[src/rtl/titan4_pkg.sv]
// Shared definitions for the Titan-4 execute stage: opcodes, flag bit
// positions, sequencer states and instruction field helpers.
package titan4_pkg;

  localparam logic [3:0] OP_NOP = 4'h0;
  localparam logic [3:0] OP_ADD = 4'h1;
  localparam logic [3:0] OP_SUB = 4'h2;
  localparam logic [3:0] OP_AND = 4'h3;
  localparam logic [3:0] OP_ORR = 4'h4;
  localparam logic [3:0] OP_NOR = 4'h5;
  localparam logic [3:0] OP_XOR = 4'h6;
  localparam logic [3:0] OP_RSH = 4'h7;
  localparam logic [3:0] OP_LSH = 4'h8;
  localparam logic [3:0] OP_LDI = 4'h9;
  localparam logic [3:0] OP_ADI = 4'hA;
  localparam logic [3:0] OP_CMP = 4'hD;
  localparam logic [3:0] OP_HLT = 4'hF;

  localparam int F_Z  = 0;
  localparam int F_C  = 1;
  localparam int F_N  = 2;
  localparam int F_V  = 3;
  localparam int F_EQ = 4;
  localparam int F_NE = 5;
  localparam int F_GT = 6;
  localparam int F_LT = 7;

  typedef enum logic [1:0] {
    IDLE = 2'd0,
    EXEC = 2'd1,
    WB   = 2'd2,
    HALT = 2'd3
  } state_t;

  function automatic logic [3:0] f_op(input logic [15:0] w);
    return w[15:12];
  endfunction

  function automatic logic [3:0] f_rd(input logic [15:0] w);
    return w[11:8];
  endfunction

  function automatic logic [3:0] f_rb(input logic [15:0] w);
    return w[7:4];
  endfunction

  function automatic logic [3:0] f_imm(input logic [15:0] w);
    return w[3:0];
  endfunction

  // Unassigned encodings retire like NOP but are reported.
  function automatic logic f_is_illegal(input logic [3:0] op);
    case (op)
      4'hB, 4'hC, 4'hE: return 1'b1;
      default:          return 1'b0;
    endcase
  endfunction

  // ADD..ADI produce a register result; CMP only touches flags.
  function automatic logic f_writes(input logic [3:0] op);
    return (op >= OP_ADD) && (op <= OP_ADI);
  endfunction

endpackage

[src/rtl/titan4_regfile.sv]
// 16 x 4-bit architectural register file. r0 always reads zero and
// ignores writes; two operand read ports plus a debug read port.
module titan4_regfile
  import titan4_pkg::*;
#(
  parameter int NREGS = 16
) (
  input  logic       clk,
  input  logic       rst,
  input  logic       we,
  input  logic [3:0] waddr,
  input  logic [3:0] wdata,
  input  logic [3:0] raddr_a,
  output logic [3:0] rdata_a,
  input  logic [3:0] raddr_b,
  output logic [3:0] rdata_b,
  input  logic [3:0] dbg_addr,
  output logic [3:0] dbg_data
);

  logic [3:0] mem_r [NREGS];

  // Register storage: cleared on reset, single write port, r0 never written.
  always_ff @(posedge clk or posedge rst) begin
    if (rst) begin
      for (int i = 0; i < NREGS; i++) begin
        mem_r[i] <= 4'd0;
      end
    end else if (we && (waddr != 4'd0)) begin
      mem_r[waddr] <= wdata;
    end
  end

  assign rdata_a  = (raddr_a  == 4'd0) ? 4'd0 : mem_r[raddr_a];
  assign rdata_b  = (raddr_b  == 4'd0) ? 4'd0 : mem_r[raddr_b];
  assign dbg_data = (dbg_addr == 4'd0) ? 4'd0 : mem_r[dbg_addr];

endmodule

[src/rtl/alu_sequencer.sv]
// Titan-4 execute-stage controller: accepts one instruction, drives the
// external ALU for one cycle, then writes back the result and flags.
module alu_sequencer
  import titan4_pkg::*;
#(
  parameter int NREGS = 16,
  parameter int IW    = 16
) (
  input  logic          clk,
  input  logic          rst,
  input  logic          instr_valid,
  output logic          instr_ready,
  input  logic [IW-1:0] instr,
  output logic [3:0]    alu_op,
  output logic [3:0]    alu_a,
  output logic [3:0]    alu_b,
  input  logic [3:0]    alu_o,
  output logic [7:0]    flags,
  output logic          done,
  output logic          illegal,
  output logic          halted,
  input  logic [3:0]    dbg_addr,
  output logic [3:0]    dbg_data
);

  state_t        state_r, state_nxt_s;
  logic [IW-1:0] instr_r;
  logic [3:0]    result_r;
  logic [7:0]    flags_r, flags_pend_r, flags_nxt_s;
  logic          done_r, illegal_r, halted_r;
  logic [3:0]    op_s, rd_s, rda_s, rdb_s, opb_s;
  logic [4:0]    a5_s, b5_s, sum5_s;
  logic          we_s;

  assign op_s  = f_op(instr_r);
  assign rd_s  = f_rd(instr_r);
  assign opb_s = ((op_s == OP_LDI) || (op_s == OP_ADI)) ? f_imm(instr_r) : rdb_s;
  assign we_s  = (state_r == WB) && f_writes(op_s);

  titan4_regfile #(.NREGS(NREGS)) u_regfile (
    .clk      (clk),
    .rst      (rst),
    .we       (we_s),
    .waddr    (rd_s),
    .wdata    (result_r),
    .raddr_a  (rd_s),
    .rdata_a  (rda_s),
    .raddr_b  (f_rb(instr_r)),
    .rdata_b  (rdb_s),
    .dbg_addr (dbg_addr),
    .dbg_data (dbg_data)
  );

  // Next-state logic for the IDLE -> EXEC -> WB -> IDLE/HALT sequence.
  always_comb begin
    state_nxt_s = state_r;
    case (state_r)
      IDLE:    state_nxt_s = instr_valid ? EXEC : IDLE;
      EXEC:    state_nxt_s = WB;
      WB:      state_nxt_s = (op_s == OP_HLT) ? HALT : IDLE;
      HALT:    state_nxt_s = HALT;
      default: state_nxt_s = IDLE;
    endcase
  end

  // ALU port is driven only while executing; zero otherwise.
  always_comb begin
    alu_op = 4'd0;
    alu_a  = 4'd0;
    alu_b  = 4'd0;
    if (state_r == EXEC) begin
      alu_op = op_s;
      alu_a  = rda_s;
      alu_b  = opb_s;
    end else begin
      alu_op = 4'd0;
      alu_a  = 4'd0;
      alu_b  = 4'd0;
    end
  end

  assign a5_s   = {1'b0, rda_s};
  assign b5_s   = {1'b0, opb_s};
  assign sum5_s = a5_s + b5_s;

  // Flag update for the executing opcode; untouched bits keep their value.
  always_comb begin
    flags_nxt_s = flags_r;
    case (op_s)
      OP_ADD, OP_ADI: begin
        flags_nxt_s[F_Z] = (alu_o == 4'd0);
        flags_nxt_s[F_N] = alu_o[3];
        flags_nxt_s[F_C] = sum5_s[4];
        flags_nxt_s[F_V] = (rda_s[3] == opb_s[3]) && (alu_o[3] != rda_s[3]);
      end
      OP_SUB: begin
        flags_nxt_s[F_Z] = (alu_o == 4'd0);
        flags_nxt_s[F_N] = alu_o[3];
        flags_nxt_s[F_C] = (a5_s >= b5_s);
        flags_nxt_s[F_V] = (rda_s[3] != opb_s[3]) && (alu_o[3] != rda_s[3]);
      end
      OP_AND, OP_ORR, OP_NOR, OP_XOR, OP_LDI: begin
        flags_nxt_s[F_Z] = (alu_o == 4'd0);
        flags_nxt_s[F_N] = alu_o[3];
        flags_nxt_s[F_C] = 1'b0;
        flags_nxt_s[F_V] = 1'b0;
      end
      OP_RSH, OP_LSH: begin
        flags_nxt_s[F_Z] = (alu_o == 4'd0);
        flags_nxt_s[F_N] = alu_o[3];
        flags_nxt_s[F_C] = (op_s == OP_RSH) ? rda_s[0] : rda_s[3];
        flags_nxt_s[F_V] = 1'b0;
      end
      OP_CMP: begin
        flags_nxt_s[F_EQ] = (rda_s == opb_s);
        flags_nxt_s[F_NE] = (rda_s != opb_s);
        flags_nxt_s[F_GT] = (rda_s >  opb_s);
        flags_nxt_s[F_LT] = (rda_s <  opb_s);
      end
      default: flags_nxt_s = flags_r;
    endcase
  end

  // State, latched instruction, pending result/flags and status pulses.
  always_ff @(posedge clk or posedge rst) begin
    if (rst) begin
      state_r      <= IDLE;
      instr_r      <= {IW{1'b0}};
      result_r     <= 4'd0;
      flags_pend_r <= 8'd0;
      flags_r      <= 8'd0;
      done_r       <= 1'b0;
      illegal_r    <= 1'b0;
      halted_r     <= 1'b0;
    end else begin
      state_r   <= state_nxt_s;
      done_r    <= (state_r == EXEC);
      illegal_r <= (state_r == EXEC) && f_is_illegal(op_s);
      if ((state_r == IDLE) && instr_valid) begin
        instr_r <= instr;
      end
      if (state_r == EXEC) begin
        result_r     <= alu_o;
        flags_pend_r <= flags_nxt_s;
      end
      if (state_r == WB) begin
        flags_r <= flags_pend_r;
      end
      if ((state_r == EXEC) && (op_s == OP_HLT)) begin
        halted_r <= 1'b1;
      end
    end
  end

  assign instr_ready = (state_r == IDLE) && !rst;
  assign flags       = flags_r;
  assign done        = done_r;
  assign illegal     = illegal_r;
  assign halted      = halted_r;

endmodule

[config.mk]
export PLATFORM = sky130hd
export DESIGN_NAME = alu_sequencer
export DESIGN_NICKNAME = d
export VERILOG_FILES = /design/src/rtl/titan4_pkg.sv /design/src/rtl/titan4_regfile.sv /design/src/rtl/alu_sequencer.sv
export SDC_FILE = /design/constraint.sdc
export NUM_CORES = 1
export LEC_CHECK = 0
export CORE_UTILIZATION = 50
export DETAILED_ROUTE_END_ITERATION = 8
export DONT_BUFFER_PORTS = 1
export GPL_ROUTABILITY_DRIVEN = 0
export HOLD_SLACK_MARGIN = 0.06
export MAX_ROUTING_LAYER = met4
export PLACE_DENSITY = 0.73
export REMOVE_ABC_BUFFERS = 1
export SLEW_MARGIN = 10
export SYNTH_ARGS = -nofsm -noshare
export SYNTH_HDL_FRONTEND = slang
export SYNTH_SLANG_ARGS = --single-unit
[constraint.sdc]
create_clock -name clk -period 4.42 [get_ports clk]
set_input_delay 0.884 -clock clk [delete_from_list [all_inputs] [get_ports clk]]
set_output_delay 0.884 -clock clk [all_outputs]
set_load 0.05 [all_outputs]
==> metrics.md <==
| Metric | Value |
|---|---|
| Status | `finished clean` |
| Post-synthesis sequential area ratio | `42.2%` |
| Finish-stage setup viols | `0` |
| PortBufs | `0` |
| CTS tree | `yes` |
| Clk pwr share | `15.3%` |
| Routed wire length | `14.9 mm` |
| Antenna diodes | `0` |
| Leakage | `2.95 nW` |
| Power Density | `805 nW/µm²` |
| Initial antenna violation count | `0` |
| Number of synthesis warnings | `0` |
| Via/cell ratio | `6.47` |
| Setup bufs post-CTS | `0` |
| DRT iter0 DRCs | `472` |
| Syn avg cell area | `13.1 µm²` |
| CTS Hold Buffers Added | `0` |
| Netlist cell types | `55` |
| Vias | `4131` |
| Num CTS Buffers | `9` |
| Chip Height | `114 µm` |
| Peak supply drop | `0.000285 V` |
| Part of the power in registers | `39.2%` |
| Hold_sp | `u_regfile.mem_r[61]` |
| WL per Instance | `23.4 µm` |
| CTS max path bufs | `2` |
| Post-route DRC | `0` |
| Area growth syn-to-layout | `7.87%` |
| Core Region | `12100 µm²` |
| Minimum clock period | `3.92 ns` |
| Share of cells above drive strength 1 | `40.2%` |
| Clk Latency, worst-skew pair | `0.36 ns` |
| Relative slew margins | `32.8%` |
| H-tree levels | `3` |
| Logic pwr share | `45.5%` |
| Critical-path maximum fanout | `22` |
| FMAX | `0.255 GHz` |
| First-pass GRT wire length | `24.0 mm` |
| Total negative slack | `0 ns` |
| Die Wd | `114 µm` |
| CTS Sinks | `105` |
| CTS Root Cell | `clkbuf_16` |
| Post-DP HPWL | `10.9 mm` |
| Skew final | `0.00704 ns` |
| Synthesis-stage register bit count | `105` |
| Grt ovf | `0` |
| Worst Setup End Kind | `flop` |
| R2r startpoint | `instr_r[9]` |
| Ports | `55` |
| Rows | `40` |
| CP startpoint | `instr_r[9]` |
| Max-cap violations | `0` |
| Hold Path Class | `reg -> reg` |
| Post-synth EDFFs | `0` |
| Post-synth top flop | `dfrtp_1` |
| RSZ-0062 raised after global routing | `false` |
| Worst Path Required | `4.72 ns` |
| Post_cts resized | `0` |
| Final period util | `88.7%` |
| Starting Density | `51.7%` |
| DRT Pass-1 Iters | `5` |
| Int Power | `3.05 mW` |
| Post-DRT Antenna Nets | `0` |
| Switching Share | `43.6%` |
| Global Route Usage Sum | `25.8%` |
| Syn Std Cell Area | `6230 µm²` |
| Critical path data arrival time | `4.23 ns` |
| Crit start category | `flop` |
| Post-placement cell area | `6420 µm²` |
| Largest net degree at the start of global routing | `78` |
| Crit path kind | `reg -> reg` |
| Vias in the first global route | `4130` |
| Die ar. | `12900 µm²` |
| Share of flip-flops with an asynchronous set or reset | `100%` |
| Final hold violation count | `0` |
| Reg clk slew, reported paths | `0.07 ns` |
| Worst slew pin tran | `0.999 ns` |
| Nets@finish | `502` |
| Switch Pwr | `2.36 mW` |
| Syn Inst Count | `476` |
| Post-route cell area | `6720 µm²` |
| Final slew viol count | `0` |
[cells in the mapped netlist (2+ instances only)]
library cell / n / area (µm²)
nor2_4: 6 / 67.6
nor2b_1: 8 / 50.1
or3_1: 2 / 12.5
mux4_2: 48 / 1080
buf_1: 2 / 7.51
o21ai_0: 9 / 45.0
ha_1: 8 / 100
nor3_1: 5 / 25.0
nor2_1: 21 / 78.8
nor4bb_1: 2 / 20.0
nand2_1: 29 / 109
nand2b_1: 7 / 43.8
a211o_1: 2 / 17.5
nand3_1: 2 / 10.0
nor3b_1: 6 / 45.0
o21a_1: 3 / 22.5
clkbuf_1: 25 / 93.8
dfrtp_1: 105 / 2630
a22oi_1: 4 / 30.0
mux2_2: 86 / 968
inv_1: 9 / 33.8
a21oi_1: 6 / 30.0
and2_1: 8 / 50.1
o311ai_0: 3 / 26.3
nor4_1: 3 / 18.8
a22o_1: 3 / 26.3
buf_2: 10 / 50.1
a21o_1: 4 / 30.0
o221ai_1: 2 / 17.5
mux2_4: 4 / 60.1
mux2i_1: 17 / 170
buf_6: 2 / 22.5
nor4_2: 3 / 37.5
[critical path, cell delays in order (launching register included)]
cell      delay (ns)
dfrtp_1         0.47
buf_4           0.26
nor2b_1         0.19
a221oi_1        0.47
nor2_1          0.10
o21ai_0         0.33
inv_1           0.12
ha_1            0.41
nor4b_1         0.52
or3_1           0.20
or4b_2          0.58
nand3_1         0.10
a211o_1         0.09
[layer usage]
| metal | share of wire, % | vias up | global-route usage [%] | wire length, µm |
|---|---|---|---|---|
| met5 | 0 | - | - | 0 |
| li1 | - | 1776 | - | - |
| met2 | 48 | 178 | 39.3 | 7190 |
| met3 | 7.8 | 26 | 8.08 | 1160 |
| met4 | 2.3 | 0 | 7.98 | 342 |
| met1 | 42 | 2151 | 33.0 | 6220 |
[cells by family after synthesis]
kind of cell / count (synthesis) / synth area share (%)
buffers and inverters: 48 / 3.33
adder cells (fa/ha/maj): 8 / 1.61
XOR/XNOR: 1 / 0.141
multiplexers: 155 / 36.6
flip-flops: 105 / 42.2
AND/OR/NAND/NOR: 113 / 10.9
AO/OA/AOI/OAI: 46 / 5.22
[placed cells by master (no fill, tap or decap), types with 2 or more instances in the layout]
master	Yosys	layout
nor2_1	21	21
a22o_1	3	3
nor3_1	5	5
mux2i_1	17	17
o221ai_1	2	2
o21ai_0	9	9
nor3b_1	6	5
clkbuf_8	0	3
a21oi_1	6	6
a22oi_1	4	4
a211o_1	2	2
nor4bb_1	2	2
and2_1	8	8
or3_1	2	2
o311ai_0	3	3
mux4_2	48	48
nand2_1	29	29
mux2_4	4	4
buf_4	0	19
o21a_1	3	3
nand2b_1	7	7
ha_1	8	8
nor2_4	6	6
dfrtp_1	105	105
a21o_1	4	4
nand3_1	2	2
inv_1	9	8
nor4_1	3	3
nor2b_1	8	8
mux2_2	86	86
clkbuf_16	0	9
nor4_2	3	3
[path summary, 6_finish.rpt]
path,to,slack [ns],depth (start not counted)
hold / removal,u_regfile.mem_r[61],0.41,0
setup reg to reg,flags_pend_r[3],0.50,12
setup / recovery,flags_pend_r[3],0.50,12
min in group asynchronous,instr_r[15],0.61,1
max in group asynchronous,u_regfile.mem_r[19],2.85,2
hold reg to reg,u_regfile.mem_r[61],0.41,0
[state kept, by name, summed over array words and instances (netlist names)]
name             cells
flags_pend_r         8
done                 1
instr_r             16
illegal              1
u_regfile.mem_r     64
flags                8
halted               1
state_r              2
result_r             4
[power groups by stage]
stage                     Clock (mW)  Sequential (mW)  Combinational [mW]
after floorplan                    0             1.95                1.87
after global placement             0             2.10                2.35
after detailed placement           0             2.12                2.44
after CTS                      0.838             2.11                2.46
after global routing           0.878             2.19                2.67
final                          0.830             2.12                2.46
[metrics by stage]
step	power, mW	hold slack, ns	instances	util (%)	setup slack [ns]
finish	5.41	0.410	638	55.7	0.499
global route	5.74	0.434	638	55.7	0.201
floorplan	3.82	0.365	437	-	0.775
detailed placement	4.56	0.400	624	53.2	0.572
CTS	5.40	0.409	638	55.7	0.506
global placement	4.44	0.386	624	53.2	0.846
[area by class of cell]
class                   instances  area (µm²)
fillers                       967        5340
multi-input cells             323        3400
flip-flops and latches        105        2630
clock buffers                  12         267
well taps                     168         210
repair buffers                 19         143
clock inverters                 2        37.5
inverters                       9        36.3
Power figures use the tool's default switching activity.
